## config.mk

```make
export PLATFORM = sky130hd
export DESIGN_NAME = gpr_wb_arbiter
export DESIGN_NICKNAME = d
export VERILOG_FILES = /design/src/rtl/gpr_wb_arbiter.sv
export SDC_FILE = /design/constraint.sdc
export NUM_CORES = 1
export LEC_CHECK = 0
export BUFFER_PORTS_ARGS = -buffer_cell sky130_fd_sc_hd__buf_2
export CAP_MARGIN = 20
export CORE_MARGIN = 2
export CORE_UTILIZATION = 47
export CTS_CLUSTER_DIAMETER = 200
export DETAILED_ROUTE_END_ITERATION = 8
export GPL_TIMING_DRIVEN = 0
export PLACE_DENSITY = 0.8
export SETUP_SLACK_MARGIN = 0.2
export SLEW_MARGIN = 20
export SYNTH_ARGS = -nofsm -noshare
export SYNTH_HDL_FRONTEND = slang
export SYNTH_SLANG_ARGS = --single-unit
```

## constraint.sdc

```tcl
create_clock -name clk -period 2 [get_ports clk]
set_input_delay 0.3 -clock clk [delete_from_list [all_inputs] [get_ports clk]]
set_output_delay 0.3 -clock clk [all_outputs]
set_load 0.02 [all_outputs]
```

## src/rtl/gpr_wb_arbiter.sv

```systemverilog
// Writeback arbiter for the GPR write port: ALU vs. LSU with ALU anti-starvation,
// plus a pending-load scoreboard that drives decode's RAW hazard stall.
module gpr_wb_arbiter #(
    parameter int ARCH_WIDTH   = 64,
    parameter int STARVE_LIMIT = 4
) (
    input  logic                  clk,
    input  logic                  rstN,
    input  logic                  aluValid,
    output logic                  aluReady,
    input  logic [4:0]            aluRd,
    input  logic [ARCH_WIDTH-1:0] aluData,
    input  logic                  lsuValid,
    output logic                  lsuReady,
    input  logic [4:0]            lsuRd,
    input  logic [ARCH_WIDTH-1:0] lsuData,
    input  logic                  issueEn,
    input  logic [4:0]            issueRd,
    input  logic [4:0]            rs1,
    input  logic [4:0]            rs2,
    output logic                  hazard,
    output logic [4:0]            gprRd,
    output logic                  gprWEn,
    output logic [ARCH_WIDTH-1:0] gprWData
);

    localparam logic [3:0] LIMIT = 4'(STARVE_LIMIT);

    logic [3:0]            starve_cnt_q;
    logic [3:0]            starve_cnt_d;
    logic [31:0]           pending_q;
    logic [31:0]           pending_d;
    logic [31:0]           set_vec;
    logic [31:0]           clr_vec;
    logic                  gpr_wen_q;
    logic [4:0]            gpr_rd_q;
    logic [ARCH_WIDTH-1:0] gpr_wdata_q;

    logic                  starved;
    logic                  alu_fire;
    logic                  lsu_fire;
    logic                  wb_fire;
    logic [4:0]            wb_rd;
    logic [ARCH_WIDTH-1:0] wb_data;
    logic                  port_hit;

    // LSU has priority until the ALU has been denied STARVE_LIMIT cycles in a row.
    assign starved  = (starve_cnt_q == LIMIT);
    assign aluReady = aluValid & (~lsuValid | starved);
    assign lsuReady = lsuValid & ~(aluValid & starved);

    assign alu_fire = aluValid & aluReady;
    assign lsu_fire = lsuValid & lsuReady;
    assign wb_fire  = alu_fire | lsu_fire;
    assign wb_rd    = alu_fire ? aluRd : lsuRd;
    assign wb_data  = alu_fire ? aluData : lsuData;

    always_comb begin
        starve_cnt_d = 4'd0;
        if (aluValid && !aluReady) begin
            starve_cnt_d = (starve_cnt_q >= LIMIT) ? LIMIT : starve_cnt_q + 4'd1;
        end
    end

    // x0 is never tracked, so bit 0 stays constant zero.
    assign set_vec[0]   = 1'b0;
    assign clr_vec[0]   = 1'b0;
    assign pending_d[0] = 1'b0;

    genvar gi;
    generate
        for (gi = 1; gi < 32; gi++) begin : g_sb
            assign set_vec[gi]   = issueEn & (issueRd == 5'(gi));
            assign clr_vec[gi]   = lsu_fire & (lsuRd == 5'(gi));
            assign pending_d[gi] = set_vec[gi] | (pending_q[gi] & ~clr_vec[gi]);
        end
    endgenerate

    always_ff @(posedge clk) begin
        if (!rstN) begin
            starve_cnt_q <= 4'd0;
            pending_q    <= 32'd0;
            gpr_wen_q    <= 1'b0;
            gpr_rd_q     <= 5'd0;
            gpr_wdata_q  <= '0;
        end else begin
            starve_cnt_q <= starve_cnt_d;
            pending_q    <= pending_d;
            gpr_wen_q    <= wb_fire && (wb_rd != 5'd0);
            if (wb_fire) begin
                gpr_rd_q    <= wb_rd;
                gpr_wdata_q <= wb_data;
            end
        end
    end

    // A write sitting on the port has not reached the register file yet.
    assign port_hit = gpr_wen_q && (gpr_rd_q != 5'd0) &&
                      ((gpr_rd_q == rs1) || (gpr_rd_q == rs2));
    assign hazard   = pending_q[rs1] | pending_q[rs2] | port_hit;

    assign gprWEn   = gpr_wen_q;
    assign gprRd    = gpr_rd_q;
    assign gprWData = gpr_wdata_q;

endmodule

```

Word level (Yosys, flattened, before mapping). Index checks and enable logic that the tools add are counted.

Register bits after elaboration: 106. Input bits: 158. Output and inout bits: 73. Logic and storage cells: 261.

Add/sub/neg operators: 1. $lt $le $gt $ge: 3. Equality and inequality tests: 65. Muxes and demuxes: 7. Bitwise gates (word level): 168. Reduce and logical (&&, ||, !) cells: 10.

Operators with widths (number): $eq A5 B5 Y1 const B (32); $and A1 B1 Y1 (98); $eq A5 B4 Y1 const B (16); $mux W64 (1); $eq A5 B3 Y1 const B (8); $not A1 Y1 (35); $or A1 B1 Y1 (35); $eq A5 B2 Y1 const B (4); $lt A5 B6 Y1 const B (2); $bmux W1 S5 (2); $eq A5 B1 Y1 const B (2); $eq A5 B5 Y1 (2); $reduce_bool A5 Y1 (2); $mux W5 (1); $add A4 B1 Y4 const B (1); $eq A4 B3 Y1 const B (1); $ge A4 B3 Y1 const B (1); $logic_and A1 B1 Y1 (4); $mux W3 (1); $reduce_or A3 Y1 (1); $mux W1 (2); $reduce_and A2 Y1 (1); $logic_not A1 Y1 (1); $logic_or A1 B1 Y1 (1).

Longest topological paths before layout. Gate-level depths: netlist (run 1).

Depth after elaboration: 9. Mapped depth: 9. Mapped depth without buffers: 7.

Worst setup path before layout (run 1). No wires, ideal clock.

Kind: input -> output. Start: input rs1[0]. End: output hazard. Arrival: 1660 ps. Data required time: 1700 ps. Setup slack: 40 ps. Cell stages on the path: 6. Buffers on the path: 1. Path through: buf_2 -> mux4_2 -> mux2i_1 -> a21oi_1 -> o22ai_1 -> o2111ai_1.

Cells in the longest elaborated chain, start to end: 4. Elaborated cells between the ends (all ways): 7. Classes of those cells: 1 x eq/ne; 2 x mux; 2 x bitwise; 2 x reduce/logical.

RTL lines: start: declaration (RTL line 19) `input logic [4:0] rs1,`; $bmux W1 S5 or $eq A5 B5 Y1 (tied branches) (RTL line 100, 99); $mux W1 (not written as such) or $logic_or A1 B1 Y1 (tied branches) (RTL line 100, 99); $or A1 B1 Y1 or $logic_and A1 B1 Y1 (tied branches) (RTL line 100, 98); $or A1 B1 Y1 (*) (RTL line 100) `assign hazard = pending_q[rs1] | pending_q[rs2] | port_hit;`; end: declaration (RTL line 21) `output logic hazard,`.

Mark *: on every way between the ends. The rest lies on a longest branch, timed or not. The select of a mux whose other input is x is not followed.

Final worst setup path (run 1).
Start: register pending_q[30]. End: output hazard.

Cells in the longest elaborated chain, start to end: 4. Elaborated cells between the ends (all ways): 6. Classes of those cells: 4 x mux; 2 x bitwise.

RTL lines: start: declaration (RTL line 31) `logic [31:0] pending_q;`; start signal: assignment (RTL line 88) `pending_q <= pending_d;`; $bmux W1 S5 (RTL line 100); $mux W1 (not written as such) (RTL line 100); $or A1 B1 Y1 (*) (2 in a row) (RTL line 100).

Marked as above.

==> run_results.csv, run 1 <==
group,metric,value,unit
sta,slew_headroom,0.621,
floorplanning,ios,231,
sta,skew,0.0160,ns
finish,nNetsFinal,965,
drt,antenna_left,0,
clock_tree,cts_buffer_depth,2,
power_and_ir_drop,p_sw,1.47,mW
setup_path,cp.required,1.70,ns
sta,fmax,0.439,GHz
setup_path,crit_path_end_kind,"primary output",
place,place_hpwl,12700,µm
yosys,synth_edf_count,0,
yosys,synth_xor_area_frac,0.0171,
drt,num_vias,5169,
run_status,violations,"setup timing",
grt,grt_pass1_wl,24000,µm
worst_hold_path,min_path_cells,3,
yosys,syn_inst,561,
drt,met1_length,6730,µm
power_and_ir_drop,p_per_area,650,mW/mm²
clock_tree,htreeDepth,3,
setup_path,arrival,1.98,ns
setup_path,critPathTopFamily,"multiplexers",
grt,grt_max_degree,20,
clock_tree,cts_root_buf,"clkbuf_8",
yosys,syn_area,0.00513,mm²
finish,post_route_cells_drive_above_1_share,0.388,
sta,setup_ws,-0.279,ns
yosys,synthFlopType,"dfxtp_1",
yosys,synth_top_area_frac,0.410,
drt,routed_wl,16700,µm
drt,wl_met3,1390,µm
job,drv_cap,0,
setup_path,r2r_setup_slack,0.20,ns
clock_tree,clock-sinks,105,
yosys,async_reset_ff_frac,0,
yosys,netlist-cell-type-count,42,
power_and_ir_drop,p_seq_frac,0.492,
finish,fin_cells,951,
yosys,synthTopCellsByArea,"dfxtp_1 41%, mux2i_1 16%, o21ai_0 9.3%, nand2_1 7.6%, mux4_2 4.8%",
place,dpl_worst_slack,-0.0349,ns
drt,top_layer,"met4",
grt,grt_pass1_vias,4874,
yosys,synth.largest_area_cell,"dfxtp_1",
setup_path,cp_max_fo,3,
power_and_ir_drop,netSwitchingFraction,0.316,
yosys,yosys.area_share.simple,0.147,
yosys,synth_mux_area_frac,0.224,
drt,wl_met2,8290,µm
sta,fin_crit_sh,1.14,
drt,dr.pass1.iters,5,
power_and_ir_drop,max-vdd-ir-drop,438,µV
power_and_ir_drop,leakagePower,3.01,nW
clock_tree,clk_latency,0.40,ns
grt,grt.total_usage,0.267,
sta,final_max_slew_viol_count,0,
sta,setup_violations,1,
yosys,synth_seq_cells,105,
yosys,ys_warn_count,0,
setup_path,r2r_cells,11,
floorplanning,coreArea,0.0107,mm²
drt,vias_per_cell,5.44,
yosys,synth-adder-area-share,0.00488,
setup_path,path_depth,5,
drt,drt_iter0_markers,372,
floorplanning,fp.dieW,108,µm
yosys,synth_nets,721,
yosys,synth_compound_area_frac,0.156,
drt,drc_errors,0,
setup_path,crit_slowest_cell,"mux4_2",
grt,grt-ovfl-total,0,
place,io_buffers,219,
run_status,outcome,"finished, violations left",
sta,setup_tns,-0.279,ns
grt,antenna_found_initial,0,
clock_tree,cts_buffers,9,
sta,rsz0062_at_grt,"yes",
floorplanning,die-area,0.0118,mm²
setup_path,critPathLaunchType,"register",
power_and_ir_drop,p_int,3.17,mW
setup_path,cp_cell_sequence,"mux4_2 > mux2_2 > a31oi_1 > o2111ai_2 > buf_6",
floorplanning,initial_core_util,0.477,
place,dpl.cell_count,920,
power_and_ir_drop,p_comb_frac,0.224,
sta,fin_crit,2.28,ns
worst_hold_path,worst_hold_path_type,"in -> reg",
yosys,avgSynthCellArea,9.14,µm²
setup_path,cp_num_buf_inv,1,
sta,hold_viol_final,0,
clock_tree,clk_pin_slew,0.12,ns
floorplanning,die_h,108,µm
sta,tightest_slew,0.564,ns
floorplanning,num_rows,38,
power_and_ir_drop,clockPowerShare,0.283,
sta,hold_ws,0.166,ns
clock_tree,cts_tree,"built",
finish,syn2layout_area_growth,39.2,%
drt,avgRoutedWirePerCell,17.6,µm
yosys,yosysSeqAreaShare,0.410,
place,place_congestion,0.899,
setup_path,crit_path_max_incr_delay,0.46,ns
yosys,synth_top_family_by_area,"multiplexers",
setup_path,path_class,"reg -> out",
cell usage after synthesis, types with 2 or more instances:
master and number:
a21boi_0 29, a21oi_1 4, buf_2 4, buf_4 7
buf_6 2, clkbuf_1 23, dfxtp_1 105, ha_1 2
inv_1 3, mux2_2 2, mux2i_1 80, mux4_1 3
mux4_2 11, nand2_1 104, nand2b_1 6, nand3_1 14
nand4_1 3, nor2_1 13, nor2b_1 9, nor3_1 5
nor3b_1 4, o21ai_0 95, o31ai_1 5, or4_1 2
xnor2_1 6, xor2_1 4
layer usage:
metal  global-route usage  vias up
li1                     -     2469
met1                0.332     2436
met2                0.458      237
met3               0.0585       27
met4               0.0842        0
met5                    0        -
kinds of logic (layout without fill, tap and decap cells):
group                    after synthesis  in the layout
other                                  1              2
buffers and inverters                 40            289
AND/OR/NAND/NOR                      167            167
adder cells (fa/ha/maj)                2              2
XOR/XNOR                              10             10
AO/OA/AOI/OAI                        140            140
flip-flops                           105            105
multiplexers                          96             96
what timing repair did:
action	CTS	global route
resized for setup	29	94
pin swaps	5	5
setup endpoints to repair	74	74
setup buffers	5	3
hold buffers	0	0
cloned	0	6
worst reg2reg max path, cell delays in order, from the launching register on:
cell,delay [ns]
dfxtp_2,0.34
inv_2,0.06
ha_4,0.14
nand2_2,0.05
o21ai_2,0.12
and2_1,0.14
buf_6,0.13
buf_12,0.15
buf_12,0.11
buf_12,0.12
mux2i_2,0.23
o21ai_1,0.09
cell type report:
type	instances	area [µm²]
fill	886	3610
multi-input combinational	416	2980
sequential	105	2110
timing repair buffer	233	1380
buffer	37	302
tap	140	175
clock buffer	10	128
clock inverter	6	57.6
inverter	3	11.3
antenna	1	2.50
layout by cell type, fill, tap and decap left out, drive strengths merged, types with 7 or more instances in the layout:
cell / netlist / layout
mux4: 14 / 14
nand2: 104 / 104
nand3: 14 / 14
dfxtp: 105 / 105
mux2i: 80 / 80
nor2: 13 / 13
o21ai: 96 / 96
clkbuf: 24 / 40
buf: 13 / 240
a21boi: 29 / 29
inv: 3 / 7
nor2b: 9 / 9
flip-flops by register name, summed over array words and instances, names as in the netlist:
| signal | count |
|---|---|
| gprRd | 5 |
| gprWData | 64 |
| gprWEn | 1 |
| pending_q | 31 |
| starve_cnt_q | 4 |
per-stage QoR:
stage                      util  total power, mW  area [µm²]
after floorplan               -             2.82        5140
after global placement    0.597             3.18        6410
after detailed placement  0.597             3.21        6410
after CTS                 0.626             4.52        6730
after global routing      0.664             4.82        7140
final                     0.664             4.64        7140
path summary, 6_finish.rpt:
| kind | from | end |
|---|---|---|
| worst min-delay path | aluData[40] | gprWData[40]$_SDFFE_PN0P_ |
| worst max-delay path | pending_q[30]$_SDFF_PN0_ | hazard |
| worst min register to register | gprWData[2]$_SDFFE_PN0P_ | gprWData[2]$_SDFFE_PN0P_ |
| worst max register to register | starve_cnt_q[0]$_SDFF_PP0_ | gprWData[32]$_SDFFE_PN0P_ |
power by group through the flow:
stage          clock [mW]  sequential, mW  combinational [mW]
2_1_floorplan           0            2.45               0.363
3_3_place_gp            0            2.32               0.857
3_5_place_dp            0            2.33               0.884
4_1_cts              1.32            2.28               0.915
5_1_grt              1.41            2.30                1.11
6_report             1.31            2.29                1.04
Power figures use the tool's default switching activity.
==> run 2: changes to the inputs <==
--- a/config.mk
+++ b/config.mk
@@ -5,10 +5,11 @@
 export SDC_FILE = /design/constraint.sdc
 export NUM_CORES = 1
 export LEC_CHECK = 0
+export ABC_AREA = 1
 export BUFFER_PORTS_ARGS = -buffer_cell sky130_fd_sc_hd__buf_2
 export CAP_MARGIN = 20
 export CORE_MARGIN = 2
-export CORE_UTILIZATION = 47
+export CORE_UTILIZATION = 48
 export CTS_CLUSTER_DIAMETER = 200
 export DETAILED_ROUTE_END_ITERATION = 8
 export GPL_TIMING_DRIVEN = 0
==> run 2 against run 1 <==
  * The run now ends clean
  * Combinational power increased by 8%
  * Critical path depth up 3
  * Design area grew 1.6%
  * Hold slack improved by 0.023 ns
  * Clock power rose by 50%
  * Setup slack improved by 0.43 ns
  * First-iteration DRC count is 49% higher
  * Sequential power hardly changed
  * Critical endpoint unchanged
  * Highest routed layer unchanged
==> run_results.csv, run 2 <==
group,metric,value,unit
finish,fill_cells,1041,
yosys,synthTopCellsByArea,"dfxtp_1 39%, nand3_1 13%, nand2_1 9.0%, o21ai_1 8.2%, nor2_1 6.5%",
clock_tree,htreeDepth,3,
yosys,async_reset_ff_frac,0,
yosys,netlist_top_cells_count,"142 x nand3_1, 131 x nand2_1, 105 x dfxtp_1",
sta,skew,0.00798,ns
grt,grt_pass1_vias,6335,
finish,final_util,0.661,
grt,grt_pass1_wl,31600,µm
floorplanning,initial_core_util,0.497,
yosys,ys_warn_count,0,
sta,fmax,0.540,GHz
clock_tree,cts_buffers,9,
sta,rsz0062_at_grt,"yes",
yosys,synth_edf_count,0,
finish,final_area,0.00725,mm²
setup_path,r2r_cells,11,
sta,hold_ws,0.189,ns
yosys,synthFlopType,"dfxtp_1",
sta,slew_headroom,0.642,
floorplanning,die-area,0.0122,mm²
clock_tree,ctsHoldBuffers,0,
sta,fin_crit,1.85,ns
job,drv_cap,0,
clock_tree,cts_root_buf,"clkbuf_16",
drt,drc_errors,0,
yosys,synth_seq_cells,105,
finish,largest_reg_flops,64,
finish,regArea,0.00211,mm²
sta,fin_crit_sh,0.925,
drt,avgRoutedWirePerCell,16.4,µm
yosys,syn_inst,816,
finish,nNetsFinal,1224,
grt,met1_usage,0.372,
setup_path,r2r_end,"gprWEn$_SDFF_PN0_",
floorplanning,die_h,111,µm
place,dpl_worst_slack,0.171,ns
finish,syn2layout_area_growth,33.0,%
yosys,synth_top_area_frac,0.385,
finish,post_route_cells_drive_above_1_share,0.296,
run_status,outcome,"finished, final reports clean",
worst_hold_path,min_path_cells,3,
yosys,avgSynthCellArea,6.68,µm²
worst_hold_path,holdPathEnd,"gprWData[54]$_SDFFE_PN0P_",
yosys,synth.largest_area_cell,"dfxtp_1",
power_and_ir_drop,p_total,5.39,mW
sta,tightest_slew,0.538,ns
setup_path,r2r_start,"starve_cnt_q[1]$_SDFF_PP0_",
grt,busiest_layer,"met2",
worst_hold_path,worst_hold_path_type,"in -> reg",
sta,setup_ws,0.150,ns
floorplanning,fp.dieW,111,µm
place,placed_area,0.00676,mm²
sta,setup_tns,0,ns
drt,drt_iter0_markers,555,
place,place_congestion,0.957,
drt,vias_per_cell,5.50,
setup_path,crit_path_max_incr_delay,0.33,ns
clock_tree,cts_buffer_depth,2,
finish,fin_cells,1213,
drt,antenna_left,0,
setup_path,arrival,1.55,ns
place,dpl.cell_count,1182,
setup_path,critPathLaunchType,"register",
sta,setup_violations,0,
sta,final_max_slew_viol_count,0,
power_and_ir_drop,max-vdd-ir-drop,531,µV
clock_tree,clock-sinks,105,
yosys,synth_nets,976,
setup_path,crit_slowest_cell,"dfxtp_2",
yosys,yosysMostFrequentCell,"nand3_1",
setup_path,cp_common_cell,"nand3_2",
grt,use_met3,0.0873,
grt,grt_max_degree,19,
finish,mostFrequentLayoutCell,"buf_2",
grt,use_met2,0.542,
floorplanning,coreArea,0.0110,mm²
yosys,yosysSeqAreaShare,0.385,
finish,layout_common_cells,"239 x buf_2, 138 x nand3_1, 131 x nand2_1, 102 x dfxtp_1, 94 x nor2_1",
grt,antenna_found_initial,4,
setup_path,crit_path_end_kind,"primary output",
grt,grt-ovfl-total,0,
drt,num_vias,6673,
setup_path,cp_max_fo,2,
place,io_buffers,226,
power_and_ir_drop,p_per_area,742,mW/mm²
yosys,netlist-cell-type-count,31,
drt,routed_wl,20000,µm
clock_tree,cts_tree,"built",
grt,grt.total_usage,0.320,
drt,dr.pass1.iters,5,
power_and_ir_drop,leakagePower,3.36,nW
worst_hold_path,hp-start,"lsuData[54]",
floorplanning,num_rows,38,
setup_path,path_class,"reg -> out",
clock_tree,clk_pin_slew,0.07,ns
place,place_hpwl,15200,µm
yosys,syn_area,0.00545,mm²
setup_path,r2r_setup_slack,0.28,ns
clock_tree,clk_latency,0.36,ns
sta,hold_viol_final,0,
setup_path,cp.required,1.70,ns
setup_path,cp_cell_sequence,"or2_2 > nand3_2 > nand3_2 > nand3_1 > nand3_1 > nand2_1 > nand3_2 > buf_6",
floorplanning,ios,231,
finish,multi_input_comb_area,0.00284,mm²
## run 2: cell count changes after synthesis, sizes merged, moves of 24 or more
cell	previous run	this run
nand3	14	143
nor2	13	96
mux2i	80	0
a21boi	29	0
o21ai	96	145
inv	3	62
nand2	104	133
buf	13	37
a21oi	4	35
## run 2: cell type report
| type | count | area share |
|---|---|---|
| plain buffers | 54 | 0.0454 |
| well taps | 140 | 0.0241 |
| multi-input cells | 592 | 0.391 |
| repair buffers | 237 | 0.169 |
| inverters | 65 | 0.0341 |
| clock inverters | 6 | 0.0133 |
| clock buffers | 10 | 0.0316 |
| diodes | 4 | 0.00138 |
| flip-flops and latches | 105 | 0.290 |
## run 2: kinds of logic (layout without fill, tap and decap cells)
group	Yosys count	in the layout	synth area share
compound gates	185	185	0.175
xor+xnor	6	6	0.00964
other cells	1	5	0.000688
simple gates	398	398	0.321
flops	105	105	0.385
buf+inv	119	372	0.104
fa+ha+maj	2	2	0.00459
## run 2: critical path: cells and delay by family, from the launching register on
family,cells,cell delay [ns]
flops,1,0.33
buf+inv,1,0.13
simple gates,7,0.75
## run 2: worst max-delay path by stage
stage	depth (start not counted)	endpoint	from	slack [ns]
5_1_grt	8	hazard	pending_q[12]$_SDFF_PN0_	0.05
3_5_place_dp	11	hazard	rs1[0]	0.17
6_report	8	hazard	pending_q[12]$_SDFF_PN0_	0.15
4_1_cts	9	aluReady	starve_cnt_q[0]$_SDFF_PP0_	0.15
3_3_place_gp	11	hazard	rs1[0]	0.19
2_1_floorplan	10	hazard	rs2[0]	0.50
## run 2: metal layers
| layer | up-vias | wire (µm) |
|---|---|---|
| met1 | 3052 | 7470 |
| met2 | 324 | 9770 |
| met4 | 0 | 842 |
| li1 | 3235 | - |
| met3 | 62 | 1870 |
| met5 | - | 0 |
## run 2: repair_timing
| item | in CTS | in global routing |
|---|---|---|
| gates resized for setup | 13 | 9 |
| buffers inserted | 7 | 4 |
| pin swaps | 7 | 2 |
| setup endpoints to repair | 3 | 4 |
## run 2: where the power goes
part	switching [mW]	internal (mW)	total [mW]	leakage [nW]
registers	0.0774	2.22	2.29	0.867
logic	0.702	0.419	1.12	2.33
clock network	0.850	1.12	1.97	0.161
==> run 3: changes to the inputs <==
--- a/config.mk
+++ b/config.mk
@@ -9,11 +9,9 @@
 export BUFFER_PORTS_ARGS = -buffer_cell sky130_fd_sc_hd__buf_2
 export CAP_MARGIN = 20
 export CORE_MARGIN = 2
-export CORE_UTILIZATION = 48
+export CORE_UTILIZATION = 25
 export CTS_CLUSTER_DIAMETER = 200
 export DETAILED_ROUTE_END_ITERATION = 8
-export GPL_TIMING_DRIVEN = 0
-export PLACE_DENSITY = 0.8
 export SETUP_SLACK_MARGIN = 0.2
 export SLEW_MARGIN = 20
 export SYNTH_ARGS = -nofsm -noshare
==> run 3 against run 2 <==
  * First-iteration DRC count is 25% lower
  * Final cell count is 8.1% higher
  * Setup slack better by 0.051 ns
  * Combinational power hardly changed
  * Largest cell class unchanged
  * Count of clock-buffer cells in the layout is 1 lower
==> run_results.csv, run 3 (synthesis results as in run 2) <==
group,metric,value,unit
floorplanning,die-area,0.0230,mm²
place,dpl.cell_count,1287,
setup_path,arrival,1.50,ns
drt,antenna_left,0,
sta,tightest_slew,0.732,ns
sta,setup_violations,0,
finish,final_area,0.00729,mm²
clock_tree,cts_buffer_depth,2,
setup_path,cp.required,1.70,ns
grt,grt_max_degree,67,
drt,routed_wl,20000,µm
clock_tree,clk_latency,0.36,ns
drt,avgRoutedWirePerCell,15.2,µm
setup_path,crit_path_max_incr_delay,0.38,ns
setup_path,crit_path_end_kind,"primary output",
setup_path,cp_num_buf_inv,1,
grt,grt_pass1_wl,30300,µm
run_status,outcome,"finished, final reports clean",
setup_path,crit_slowest_cell,"dfxtp_1",
clock_tree,cts_tree,"built",
power_and_ir_drop,max-vdd-ir-drop,416,µV
clock_tree,cts_root_buf,"clkbuf_16",
sta,slew_headroom,0.512,
place,placed_area,0.00680,mm²
worst_hold_path,min_path_cells,3,
setup_path,cp_cell_sequence,"xor2_1 > a21oi_1 > nand3_1 > nand2_1 > nand3_2 > nand3_2 > buf_6",
setup_path,r2r_start,"starve_cnt_q[0]$_SDFF_PP0_",
finish,syn2layout_area_growth,33.7,%
setup_path,critPathLaunchType,"register",
floorplanning,ios,231,
finish,fill_cells,2413,
finish,mostFrequentLayoutCell,"buf_2",
grt,grt_pass1_vias,5783,
drt,drc_errors,0,
place,place_congestion,0.832,
worst_hold_path,holdPathEnd,"gprWData[23]$_SDFFE_PN0P_",
grt,antenna_found_initial,1,
setup_path,r2r_setup_slack,0.34,ns
clock_tree,clk_pin_slew,0.09,ns
sta,rsz0062_at_grt,"yes",
finish,final_util,0.337,
sta,final_max_slew_viol_count,0,
setup_path,critPathTopFamily,"flip-flops",
grt,grt-ovfl-total,0,
sta,skew,0.0122,ns
setup_path,cp_max_fo,5,
sta,setup_tns,0,ns
worst_hold_path,worst_hold_path_type,"in -> reg",
job,drv_cap,0,
setup_path,crit_path_start,"gprRd[2]$_SDFFE_PN0P_",
sta,fmax,0.556,GHz
drt,num_vias,6267,
finish,layout_common_cells,"226 x buf_2, 136 x nand3_1, 131 x nand2_1, 97 x dfxtp_1, 94 x nor2_1",
drt,vias_per_cell,4.78,
setup_path,cp_common_cell,"nand3_2",
place,io_buffers,230,
sta,hold_ws,0.174,ns
clock_tree,clock-sinks,105,
sta,fin_crit_sh,0.900,
clock_tree,ctsHoldBuffers,0,
drt,dr.pass1.iters,5,
sta,fin_crit,1.80,ns
finish,nNetsFinal,1184,
clock_tree,htreeDepth,3,
finish,largest_reg_flops,64,
worst_hold_path,hp-start,"lsuData[23]",
power_and_ir_drop,leakagePower,3.22,nW
finish,fin_cells,1311,
finish,post_route_cells_drive_above_1_share,0.301,
floorplanning,initial_core_util,0.252,
setup_path,r2r_end,"gprWEn$_SDFF_PN0_",
power_and_ir_drop,p_per_area,724,mW/mm²
floorplanning,fp.dieW,152,µm
drt,drt_iter0_markers,419,
setup_path,r2r_cells,11,
grt,grt.total_usage,0.169,
floorplanning,die_h,152,µm
floorplanning,coreArea,0.0216,mm²
place,place_hpwl,14400,µm
clock_tree,cts_buffers,9,
sta,hold_viol_final,0,
floorplanning,num_rows,54,
setup_path,path_class,"reg -> out",
[run 3: cell types whose count changed in the layout (fill, tap and decap cells not counted), moves of 5 or more]
cell      before  now
inv_2          6   14
inv_1         56   45
buf_6          8    3
buf_2        239  226
dfxtp_1      102   97
buf_4         27   14
clkbuf_1      16    0
[run 3: worst min-delay path: stages]
cell and delay, ns:
buf_2 0.07, nor2_1 0.03, o21ai_1 0.10
[run 3: what timing repair did]
item                                    in CTS  in global routing
buffers inserted                             2                  2
resized for setup                           13                 38
endpoints found under the setup margin      23                 65
gates cloned                                 1                  1
hold endpoints to repair                     0                  0
pin swaps                                    5                 11
[run 3: routing by layer]
layer / track usage / part of all wire / vias to the layer above
li1: - / - / 3141
met1: 0.208 / 0.41 / 2875
met2: 0.289 / 0.50 / 231
met3: 0.0401 / 0.072 / 20
met4: 0.0546 / 0.018 / 0
met5: 0 / 0 / -
[run 3: how the worst max path moves through the flow]
stage | end | depth (start not counted) | slack (ns)
floorplan | hazard | 10 | 0.50
global placement | hazard | 9 | 0.11
detailed placement | hazard | 9 | 0.10
CTS | hazard | 7 | 0.12
global route | hazard | 9 | 0.12
finish | hazard | 7 | 0.20
[run 3: where the power goes]
part	switching [mW]	internal [mW]	leakage [nW]	total, mW
combinational	0.689	0.401	2.20	1.09
clock	0.982	0.910	0.152	1.89
sequential	0.0768	2.22	0.869	2.29
total	1.75	3.53	3.22	5.28
[run 3: layout make-up]
type	count	area, µm²	share of cell area
repair inverters	1	7.51	0.00103
inverters	65	259	0.0355
well taps	280	350	0.0481
clock inverters	7	91.3	0.0125
multi-input cells	593	2860	0.392
diodes	2	5.00	0.000686
clock buffers	9	225	0.0309
repair buffers	249	1380	0.189
flip-flops and latches	105	2120	0.290
[run 3: stage by stage]
stage          power (mW)  setup WS [ns]
2_1_floorplan        2.96          0.495
3_3_place_gp         3.39          0.110
4_1_cts              5.34          0.120
5_1_grt              5.56          0.120
3_5_place_dp         3.39          0.103
6_report             5.28          0.200
